===== config.mk =====
export PLATFORM = sky130hd
export DESIGN_NAME = l15_anycoredecoder_req
export DESIGN_NICKNAME = d
export VERILOG_FILES = /design/src/rtl/l15_anycore_pkg.sv /design/src/rtl/l15_anycore_reqslot.sv /design/src/rtl/l15_anycoredecoder_req.sv
export SDC_FILE = /design/constraint.sdc
export NUM_CORES = 1
export LEC_CHECK = 0
export CAP_MARGIN = 20
export CORE_MARGIN = 5
export CORE_UTILIZATION = 45
export DETAILED_ROUTE_END_ITERATION = 16
export HOLD_SLACK_MARGIN = 0.03
export PLACE_DENSITY = 0.85
export SKIP_CTS_REPAIR_TIMING = 1
export SYNTH_ARGS = -nofsm -noshare
export SYNTH_HDL_FRONTEND = slang
export SYNTH_SLANG_ARGS = --single-unit
export TNS_END_PERCENT = 50

===== constraint.sdc =====
create_clock -name clk -period 8.4 [get_ports clk]
set_input_delay 0.84 -clock clk [delete_from_list [all_inputs] [get_ports clk]]
set_output_delay 0.84 -clock clk [all_outputs]
set_load 0.02 [all_outputs]

===== src/rtl/l15_anycore_pkg.sv =====
// Shared types, request-type/size codes and data helpers for the anycore <-> L1.5 decoders.
// Used by both the request-side and response-side blocks.
package l15_anycore_pkg;

    localparam int NUM_SRC = 3;

    typedef enum logic [1:0] {
        SRC_IFILL = 2'd0,
        SRC_LOAD  = 2'd1,
        SRC_STORE = 2'd2
    } src_e;

    typedef enum logic {
        ST_IDLE,
        ST_ISSUE
    } state_e;

    localparam logic [4:0] RQ_LOAD  = 5'b00000;
    localparam logic [4:0] RQ_STORE = 5'b00001;
    localparam logic [4:0] RQ_IFILL = 5'b10000;

    localparam logic [2:0] SIZE_1B  = 3'b001;
    localparam logic [2:0] SIZE_2B  = 3'b010;
    localparam logic [2:0] SIZE_4B  = 3'b011;
    localparam logic [2:0] SIZE_8B  = 3'b100;
    localparam logic [2:0] SIZE_16B = 3'b101;
    localparam logic [2:0] SIZE_32B = 3'b110;

    function automatic logic [2:0] stsize_to_code(input logic [1:0] stsize);
        logic [2:0] code;
        case (stsize)
            2'b00:   code = SIZE_1B;
            2'b01:   code = SIZE_2B;
            2'b10:   code = SIZE_4B;
            default: code = SIZE_8B;
        endcase
        return code;
    endfunction

    // Little-endian LSB-aligned store data -> big-endian chunk replicated over 64 bits.
    function automatic logic [63:0] swap_replicate(input logic [63:0] d, input logic [1:0] stsize);
        logic [63:0] r;
        case (stsize)
            2'b00:   r = {8{d[7:0]}};
            2'b01:   r = {4{d[7:0], d[15:8]}};
            2'b10:   r = {2{d[7:0], d[15:8], d[23:16], d[31:24]}};
            default: r = {d[7:0], d[15:8], d[23:16], d[31:24],
                          d[39:32], d[47:40], d[55:48], d[63:56]};
        endcase
        return r;
    endfunction

    function automatic src_e next_src(input src_e s);
        src_e n;
        case (s)
            SRC_IFILL: n = SRC_LOAD;
            SRC_LOAD:  n = SRC_STORE;
            default:   n = SRC_IFILL;
        endcase
        return n;
    endfunction

endpackage


===== src/rtl/l15_anycore_reqslot.sv =====
// One pending request slot: a valid flag plus the already-encoded address, data and size.
module l15_anycore_reqslot
    import l15_anycore_pkg::*;
#(
    parameter int PADDR_W = 40
) (
    input  logic               clk,
    input  logic               rst_n,
    input  logic               load,
    input  logic               clear,
    input  logic [PADDR_W-1:0] addr_in,
    input  logic [63:0]        data_in,
    input  logic [2:0]         size_in,
    output logic               valid,
    output logic [PADDR_W-1:0] addr,
    output logic [63:0]        data,
    output logic [2:0]         size
);

    // Load wins over clear so a pulse landing in the ack cycle is kept.
    always_ff @(posedge clk) begin
        if (!rst_n) begin
            valid <= 1'b0;
        end else if (load) begin
            valid <= 1'b1;
        end else if (clear) begin
            valid <= 1'b0;
        end
    end

    // NOTE: payload registers carry no reset; they are only observed while valid is set.
    always_ff @(posedge clk) begin
        if (load) begin
            addr <= addr_in;
            data <= data_in;
            size <= size_in;
        end
    end

endmodule


===== src/rtl/l15_anycoredecoder_req.sv =====
// Anycore request decoder: captures I-fill/D-load/D-store pulses and issues one L1.5 request at a time.
// Define L15_ANYCORE_DECODER_RR_EN for round-robin arbitration; fixed IFILL > LOAD > STORE otherwise.
module l15_anycoredecoder_req
    import l15_anycore_pkg::*;
#(
    parameter int PADDR_W     = 40,
    parameter int TID_W       = 1,
    parameter int THREAD_ID   = 0,
    parameter int IC_LINE_LG2 = 5,
    parameter int DC_LINE_LG2 = 4
) (
    input  logic               clk,
    input  logic               rst_n,
    input  logic               anycore_ic2mem_reqvalid,
    input  logic [PADDR_W-1:0] anycore_ic2mem_reqaddr,
    input  logic               anycore_dc2mem_ldvalid,
    input  logic [PADDR_W-1:0] anycore_dc2mem_ldaddr,
    input  logic               anycore_dc2mem_stvalid,
    input  logic [PADDR_W-1:0] anycore_dc2mem_staddr,
    input  logic [63:0]        anycore_dc2mem_stdata,
    input  logic [1:0]         anycore_dc2mem_stsize,
    output logic               anycoredecoder_l15_val,
    output logic [4:0]         anycoredecoder_l15_rqtype,
    output logic               anycoredecoder_l15_nc,
    output logic [2:0]         anycoredecoder_l15_size,
    output logic [PADDR_W-1:0] anycoredecoder_l15_address,
    output logic [63:0]        anycoredecoder_l15_data,
    output logic [TID_W-1:0]   anycoredecoder_l15_threadid,
    input  logic               l15_anycoredecoder_ack,
    output logic               anycoredecoder_overflow
);

    state_e state, state_next;
    src_e   winner_q, pick;
    logic   grant;

    logic [NUM_SRC-1:0] pulse, pending, slot_valid, slot_load, slot_clear;
    logic [PADDR_W-1:0] in_addr   [NUM_SRC];
    logic [63:0]        in_data   [NUM_SRC];
    logic [2:0]         in_size   [NUM_SRC];
    logic [PADDR_W-1:0] slot_addr [NUM_SRC];
    logic [63:0]        slot_data [NUM_SRC];
    logic [2:0]         slot_size [NUM_SRC];

    assign pulse = {anycore_dc2mem_stvalid, anycore_dc2mem_ldvalid, anycore_ic2mem_reqvalid};

    always_comb begin
        in_addr[SRC_IFILL] = {anycore_ic2mem_reqaddr[PADDR_W-1:IC_LINE_LG2], {IC_LINE_LG2{1'b0}}};
        in_addr[SRC_LOAD]  = {anycore_dc2mem_ldaddr[PADDR_W-1:DC_LINE_LG2], {DC_LINE_LG2{1'b0}}};
        in_addr[SRC_STORE] = anycore_dc2mem_staddr;
        in_data[SRC_IFILL] = '0;
        in_data[SRC_LOAD]  = '0;
        in_data[SRC_STORE] = swap_replicate(anycore_dc2mem_stdata, anycore_dc2mem_stsize);
        in_size[SRC_IFILL] = SIZE_32B;
        in_size[SRC_LOAD]  = SIZE_16B;
        in_size[SRC_STORE] = stsize_to_code(anycore_dc2mem_stsize);
    end

    // An occupied slot accepts a new pulse only in the cycle its own ack frees it.
    assign slot_load = pulse & (~slot_valid | slot_clear);
    assign pending   = slot_valid | pulse;

    for (genvar g = 0; g < NUM_SRC; g++) begin : g_slot
        l15_anycore_reqslot #(.PADDR_W(PADDR_W)) u_slot (
            .clk     (clk),
            .rst_n   (rst_n),
            .load    (slot_load[g]),
            .clear   (slot_clear[g]),
            .addr_in (in_addr[g]),
            .data_in (in_data[g]),
            .size_in (in_size[g]),
            .valid   (slot_valid[g]),
            .addr    (slot_addr[g]),
            .data    (slot_data[g]),
            .size    (slot_size[g])
        );
    end

`ifdef L15_ANYCORE_DECODER_RR_EN
    src_e rr_ptr, cand;
    logic found;

    always_comb begin
        pick  = rr_ptr;
        cand  = rr_ptr;
        found = 1'b0;
        for (int i = 0; i < NUM_SRC; i++) begin
            if (!found && pending[cand]) begin
                pick  = cand;
                found = 1'b1;
            end
            cand = next_src(cand);
        end
    end

    always_ff @(posedge clk) begin
        if (!rst_n) begin
            rr_ptr <= SRC_IFILL;
        end else if (grant) begin
            rr_ptr <= next_src(pick);
        end
    end
`else
    always_comb begin
        if (pending[SRC_IFILL])     pick = SRC_IFILL;
        else if (pending[SRC_LOAD]) pick = SRC_LOAD;
        else                        pick = SRC_STORE;
    end
`endif

    // NOTE: state registers use non-blocking assignments so every flop samples pre-edge values.
    always_ff @(posedge clk) begin
        if (!rst_n) begin
            state    <= ST_IDLE;
            winner_q <= SRC_IFILL;
        end else begin
            state <= state_next;
            if (grant) winner_q <= pick;
        end
    end

    // NOTE: every output of this block gets a default first so no latch is inferred.
    always_comb begin
        state_next = state;
        grant      = 1'b0;
        slot_clear = '0;
        case (state)
            ST_IDLE: begin
                if (|pending) begin
                    grant      = 1'b1;
                    state_next = ST_ISSUE;
                end
            end
            ST_ISSUE: begin
                if (l15_anycoredecoder_ack) begin
                    slot_clear[winner_q] = 1'b1;
                    state_next           = ST_IDLE;
                end
            end
            default: state_next = ST_IDLE;
        endcase
    end

    always_ff @(posedge clk) begin
        if (!rst_n) begin
            anycoredecoder_overflow <= 1'b0;
        end else if (|(pulse & slot_valid & ~slot_clear)) begin
            anycoredecoder_overflow <= 1'b1;
        end
    end

    // Request fields read zero whenever val is low.
    always_comb begin
        anycoredecoder_l15_val     = (state == ST_ISSUE);
        anycoredecoder_l15_rqtype  = '0;
        anycoredecoder_l15_nc      = 1'b0;
        anycoredecoder_l15_size    = '0;
        anycoredecoder_l15_address = '0;
        anycoredecoder_l15_data    = '0;
        if (anycoredecoder_l15_val) begin
            anycoredecoder_l15_address = slot_addr[winner_q];
            anycoredecoder_l15_nc      = slot_addr[winner_q][PADDR_W-1];
            anycoredecoder_l15_size    = slot_size[winner_q];
            anycoredecoder_l15_data    = slot_data[winner_q];
            case (winner_q)
                SRC_IFILL: anycoredecoder_l15_rqtype = RQ_IFILL;
                SRC_LOAD:  anycoredecoder_l15_rqtype = RQ_LOAD;
                default:   anycoredecoder_l15_rqtype = RQ_STORE;
            endcase
        end
    end

    assign anycoredecoder_l15_threadid = TID_W'(THREAD_ID);

endmodule


* After elaboration in Yosys (flattened, before gate mapping)
Cells that the tools add are included.
Word-level totals: flip-flop bits (word level) 185
Operators by class: multiplexer cells 33, eq/ne operators 3, order comparisons 3, reduce and logical (&&, ||, !) cells 8, bitwise operators 9
Operator list (number):
- 2-to-1 mux 64 bit | 3
- one-hot mux 56 bit (3 select lines) | 1
- binary-select mux 64 bit (select 2 bit) | 1
- 2-to-1 mux 40 bit | 3
- binary-select mux 40 bit (select 2 bit) | 1
- 2-to-1 mux 3 bit | 5
- 2-to-1 mux 1 bit | 11
- one-hot mux 5 bit (2 select lines) | 1
- bitwise AND 3 bit | 3
- one-hot mux 3 bit (3 select lines) | 1
- binary-select mux 3 bit (select 2 bit) | 1
- inverter 3 bit | 2
- OR 3 bit | 2
- nonzero test 2 bit | 3
- OR reduction 3 bit | 2
- 2-to-1 mux 5 bit | 1
- equality test 2 x 1 -> 1 bit, second input constant | 2
- zero test 2 bit | 2
- 2-to-1 mux 2 bit | 2
- >= comparator 3 bit, second input constant | 1
- < comparator 2 x 3 -> 1 bit, second input constant | 1
- inverter 2 -> 3 bit | 1
- demux 1 bit (select 2 bit) | 1
- equality test 2 bit, second input constant | 1
- other kinds (4) | 4

* Longest topological paths before layout
depth in word-level cells 9, gate-level depth with buffers 8, mapped depth without buffers 5

* By module
Synthesis repeated with hierarchy kept, for this count alone.
Unflattened totals: cells, all modules 1018, area, all modules 14288.7 µm²
By module, submodules not included:
- l15_anycore_reqslot | instances 3, cells an instance 110, area each 3254.4 µm²
- l15_anycoredecoder_req | instances 1, cells an instance 688, area each 4525.6 µm²

* Least setup slack after synthesis
OpenSTA, ideal clock, no wires.
path type input to register, start point in l15_anycoredecoder_ack, end point reg g_slot[2].u_slot.addr[0], enable pin, setup time 0.586 ns, stages on the path 2, path buffers 0, setup slack 2.140 ns, arrival 5.674 ns, path through a21boi_0 > nor2b_1
On the way: word-level cells in the longest chain between the ends 4
RTL lines:
- start: declaration | line l15_anycoredecoder_req.sv:29 | input logic l15_anycoredecoder_ack,
- 2-to-1 mux 3 bit | line l15_anycoredecoder_req.sv:135 | if (l15_anycoredecoder_ack) begin
- 2-to-1 mux 3 bit | line l15_anycoredecoder_req.sv:127 | case (state)
- OR 3 bit | line l15_anycoredecoder_req.sv:60 | assign slot_load = pulse & (~slot_valid | slot_clear);
- bitwise AND 3 bit | line l15_anycoredecoder_req.sv:60
- named net g_slot[2].u_slot.load | line l15_anycore_reqslot.sv:9 | input logic load,
- end signal: assignment | line l15_anycore_reqslot.sv:34 | addr <= addr_in;
- end: declaration | line l15_anycore_reqslot.sv:15 | output logic [PADDR_W-1:0] addr,
The timed path passes the listed nets, and every way through them passes these cells. A chain may end at the register's enable or synchronous reset.

* Worst setup path in the final report
start point reg winner_q[1], end point out anycoredecoder_l15_address[39]
On the way: word-level cells in the longest chain between the ends 5
RTL lines:
- start: declaration | line l15_anycoredecoder_req.sv:34 | src_e winner_q, pick;
- start signal: assignment | line l15_anycoredecoder_req.sv:118 | if (grant) winner_q <= pick;
- inverter 2 -> 3 bit (implied by the code) | line l15_anycoredecoder_req.sv:161 | anycoredecoder_l15_address = slot_addr[winner_q];
- binary-select mux 40 bit (select 2 bit) | line l15_anycoredecoder_req.sv:161
- 2-to-1 mux 40 bit (implied by the code) (2 in a row) | line l15_anycoredecoder_req.sv:161
- 2-to-1 mux 40 bit | line l15_anycoredecoder_req.sv:160 | if (anycoredecoder_l15_val) begin
- end: declaration | line l15_anycoredecoder_req.sv:26 | output logic [PADDR_W-1:0] anycoredecoder_l15_address,
Every way passes these cells. The select of a mux whose other input is x is not followed.

==> flow_summary.ini <==
[synthesis]
avgSynthCellArea_um2 = 13.1
syn_inst = 637
yosysWarnings = 0
yosys.cell_types.count = 42
syn_area_mm2 = 0.00833
synth_seq_area_share_pct = 65.9
ys_seq_elements = 185

[global_route]
grt_pass1_vias = 6128
grtUsageTotal_pct = 22.3
grt_max_degree = 86
antenna_found_initial = 1
grt_pass1_wl_mm = 36.5
grt-ovfl-total = 0

[timing]
setup_slack_ns = 4.68
tns_ns = 0
slew_headroom_pct = 32.0
hold_viol = 0
fin_skew_ns = 0.0133
min_period_ns = 3.72
rsz0062_at_grt = no
setup_viol = 0
tightest_slew_ns = 1.02
post-route-period-util_pct = 44.3
slew_violations = 0
fmax_ghz = 0.269

[worst_setup_path]
cpPeakStageDelay_ns = 0.67
crit_fanout = 44
critPathSlowestCell = clkdlybuf4s50_1
path_delay_family = buffers and inverters
crit_top_cell = buf_4
critPathLaunchType = register
cp_cell_sequence = buf_4, nor2b_2, buf_4, nand2_1, a21boi_0, clkdlybuf4s50_1
cp_data_required_time_ns = 7.56
path_buf_inv = 3
cp.arrival_ns = 2.88
cp-end-kind = primary output
criticalPathCategory = register to primary output

[finish]
drive_gt1_share_pct = 9.50
diodes = 0
final_area_mm2 = 0.0120
fill_cells = 1311
post-route-util_pct = 66.5
nets = 1109
syn_to_final_growth_pct = 44.5

[flow_run]
drv_cap = 0

[clocking]
cts_tree = done
cts_root_buffer = clkbuf_16
h-tree-depth = 4
path_clk_slew_ns = 0.07
clock_latency_ns = 0.43
cts_buffer_depth = 2
cts_sinks = 185
cts_buffers = 17

[drt]
route.antenna.remaining_nets = 0
avgRoutedWirePerCell_um = 21.1
vias = 6020
wl_mm = 24.4
drc_errors = 0
drt_first_pass_iters = 5
viasPerCell = 5.21
drtIter0Drc = 355

[floorplan]
die_w_um = 146
core-area_mm2 = 0.0181
die_y_um = 146
pin_count = 308
placementRows = 49
die-area_mm2 = 0.0213
initial_utilization_pct = 46.0

[power_and_ir_drop]
power_frac_comb_pct = 15.3
p_leak_nw = 4.25
power.internal_mw = 1.72
totalPowerFinal_mw = 2.28
vdd_drop_max_v = 0.000140
p_seq_share_pct = 48.3
switching_share_pct = 24.6
switchingPower_mw = 0.560
powerDensity_mw_per_mm2 = 189
p_clk_share_pct = 36.4

[placed_design]
io_buffers = 294
post_dp_cell_area_mm2 = 0.0114
dp_hpwl_mm = 16.8
gp_congestion = 0.865
dp_slack_ns = 4.59

[run_status]
outcome = completed

[min_path]
hold_path.class = register to register
cells in the final DEF (no fill, tap or decap), types with 8 or more instances in the layout:
| cell type | netlist | routed |
|---|---|---|
| clkdlybuf4s50_1 | 0 | 294 |
| edfxtp_1 | 178 | 178 |
| nand2_1 | 88 | 88 |
| and2_1 | 69 | 69 |
| a21boi_0 | 38 | 37 |
| mux2i_1 | 35 | 35 |
| or2_2 | 33 | 33 |
| o21ai_0 | 25 | 25 |
| clkbuf_16 | 0 | 17 |
| a22o_1 | 16 | 16 |
| a22oi_1 | 13 | 13 |
| a21oi_1 | 11 | 11 |
| nor2b_1 | 11 | 8 |
| a21boi_1 | 8 | 8 |
power by group through the flow:
stage,Combinational (mW),Clock (mW),Sequential [mW]
detailed placement,0.344,0,1.12
global route,0.373,0.877,1.10
CTS,0.345,0.840,1.10
finish,0.348,0.828,1.10
global placement,0.336,0,1.12
floorplan,0.163,0,1.12
final timing paths:
kind	cells past startpoint	slack [ns]	endpoint	startpoint
max	6	4.68	anycoredecoder_l15_address[39]	winner_q[1]
min	2	0.61	anycoredecoder_overflow	anycoredecoder_overflow
max reg2reg	5	4.92	g_slot[2].u_slot.data[60]	winner_q[0]
min reg2reg	2	0.61	anycoredecoder_overflow	anycoredecoder_overflow
metal layers:
metal  GRT usage (%)  vias to the layer above  wire length [um]
met5               0                        -                13
met4            5.97                        2               397
met3            7.90                       28              2650
met2            38.6                      288             12200
met1            26.6                     2869              9110
li1                -                     2833                 -
cells in the mapped netlist, drive strengths merged:
| library cell | number | area (um2) |
|---|---|---|
| a21boi | 46 | 345 |
| a21oi | 11 | 55.1 |
| a221oi | 3 | 26.3 |
| a22o | 16 | 140 |
| a22oi | 13 | 97.6 |
| a2bb2oi | 3 | 26.3 |
| a31o | 1 | 8.76 |
| and2 | 69 | 432 |
| and3 | 1 | 6.26 |
| and3b | 1 | 8.76 |
| buf | 30 | 210 |
| clkbuf | 19 | 71.3 |
| conb | 1 | 3.75 |
| dfxtp | 7 | 140 |
| edfxtp | 178 | 5350 |
| ha | 4 | 50.1 |
| inv | 6 | 22.5 |
| mux2 | 4 | 45.0 |
| mux2i | 35 | 350 |
| nand2 | 88 | 330 |
| nand2b | 2 | 12.5 |
| nand4b | 1 | 15.0 |
| nor2 | 7 | 26.3 |
| nor2b | 12 | 82.6 |
| nor3 | 1 | 5.00 |
| nor4 | 1 | 6.26 |
| nor4b | 1 | 8.76 |
| nor4bb | 1 | 10.0 |
| o211a | 1 | 10.0 |
| o21a | 2 | 15.0 |
| o21ai | 30 | 150 |
| o221a | 1 | 11.3 |
| o31a | 1 | 8.76 |
| or2 | 39 | 244 |
| or3 | 1 | 6.26 |
through the flow:
stage | instances | hold slack (ns)
floorplan | 640 | 0.514
global placement | 1121 | 0.527
detailed placement | 1121 | 0.538
CTS | 1153 | 0.611
global route | 1155 | 0.654
finish | 1155 | 0.610
area by class of cell:
| cell class | instances | area, um2 | area share [%] |
|---|---|---|---|
| sequential | 185 | 5490 | 45.6 |
| timing repair buffer | 303 | 3050 | 25.3 |
| multi-input combinational | 400 | 2580 | 21.4 |
| clock buffer | 18 | 429 | 3.57 |
| tap | 229 | 287 | 2.38 |
| clock inverter | 14 | 179 | 1.49 |
| inverter | 6 | 22.5 | 0.187 |
kinds of logic after synthesis:
group / share of synthesized area [%]
other cells: 0.0450
buf+inv: 3.65
compound gates: 10.7
simple gates: 14.3
flops: 65.9
fa+ha+maj: 0.601
mux: 4.75
flip-flops by register name (all words and copies together), names as in the netlist:
signal	cells
anycoredecoder_l15_val	1
anycoredecoder_overflow	1
g_slot.u_slot.addr	111
g_slot.u_slot.data	64
g_slot.u_slot.size	3
g_slot.u_slot.valid	3
winner_q	2
worst min-delay path, stage by stage (launching register included):
cell     delay, ns
dfxtp_1       0.35
a31o_2        0.11
o31a_1        0.12
Power figures use the tool's default switching activity.
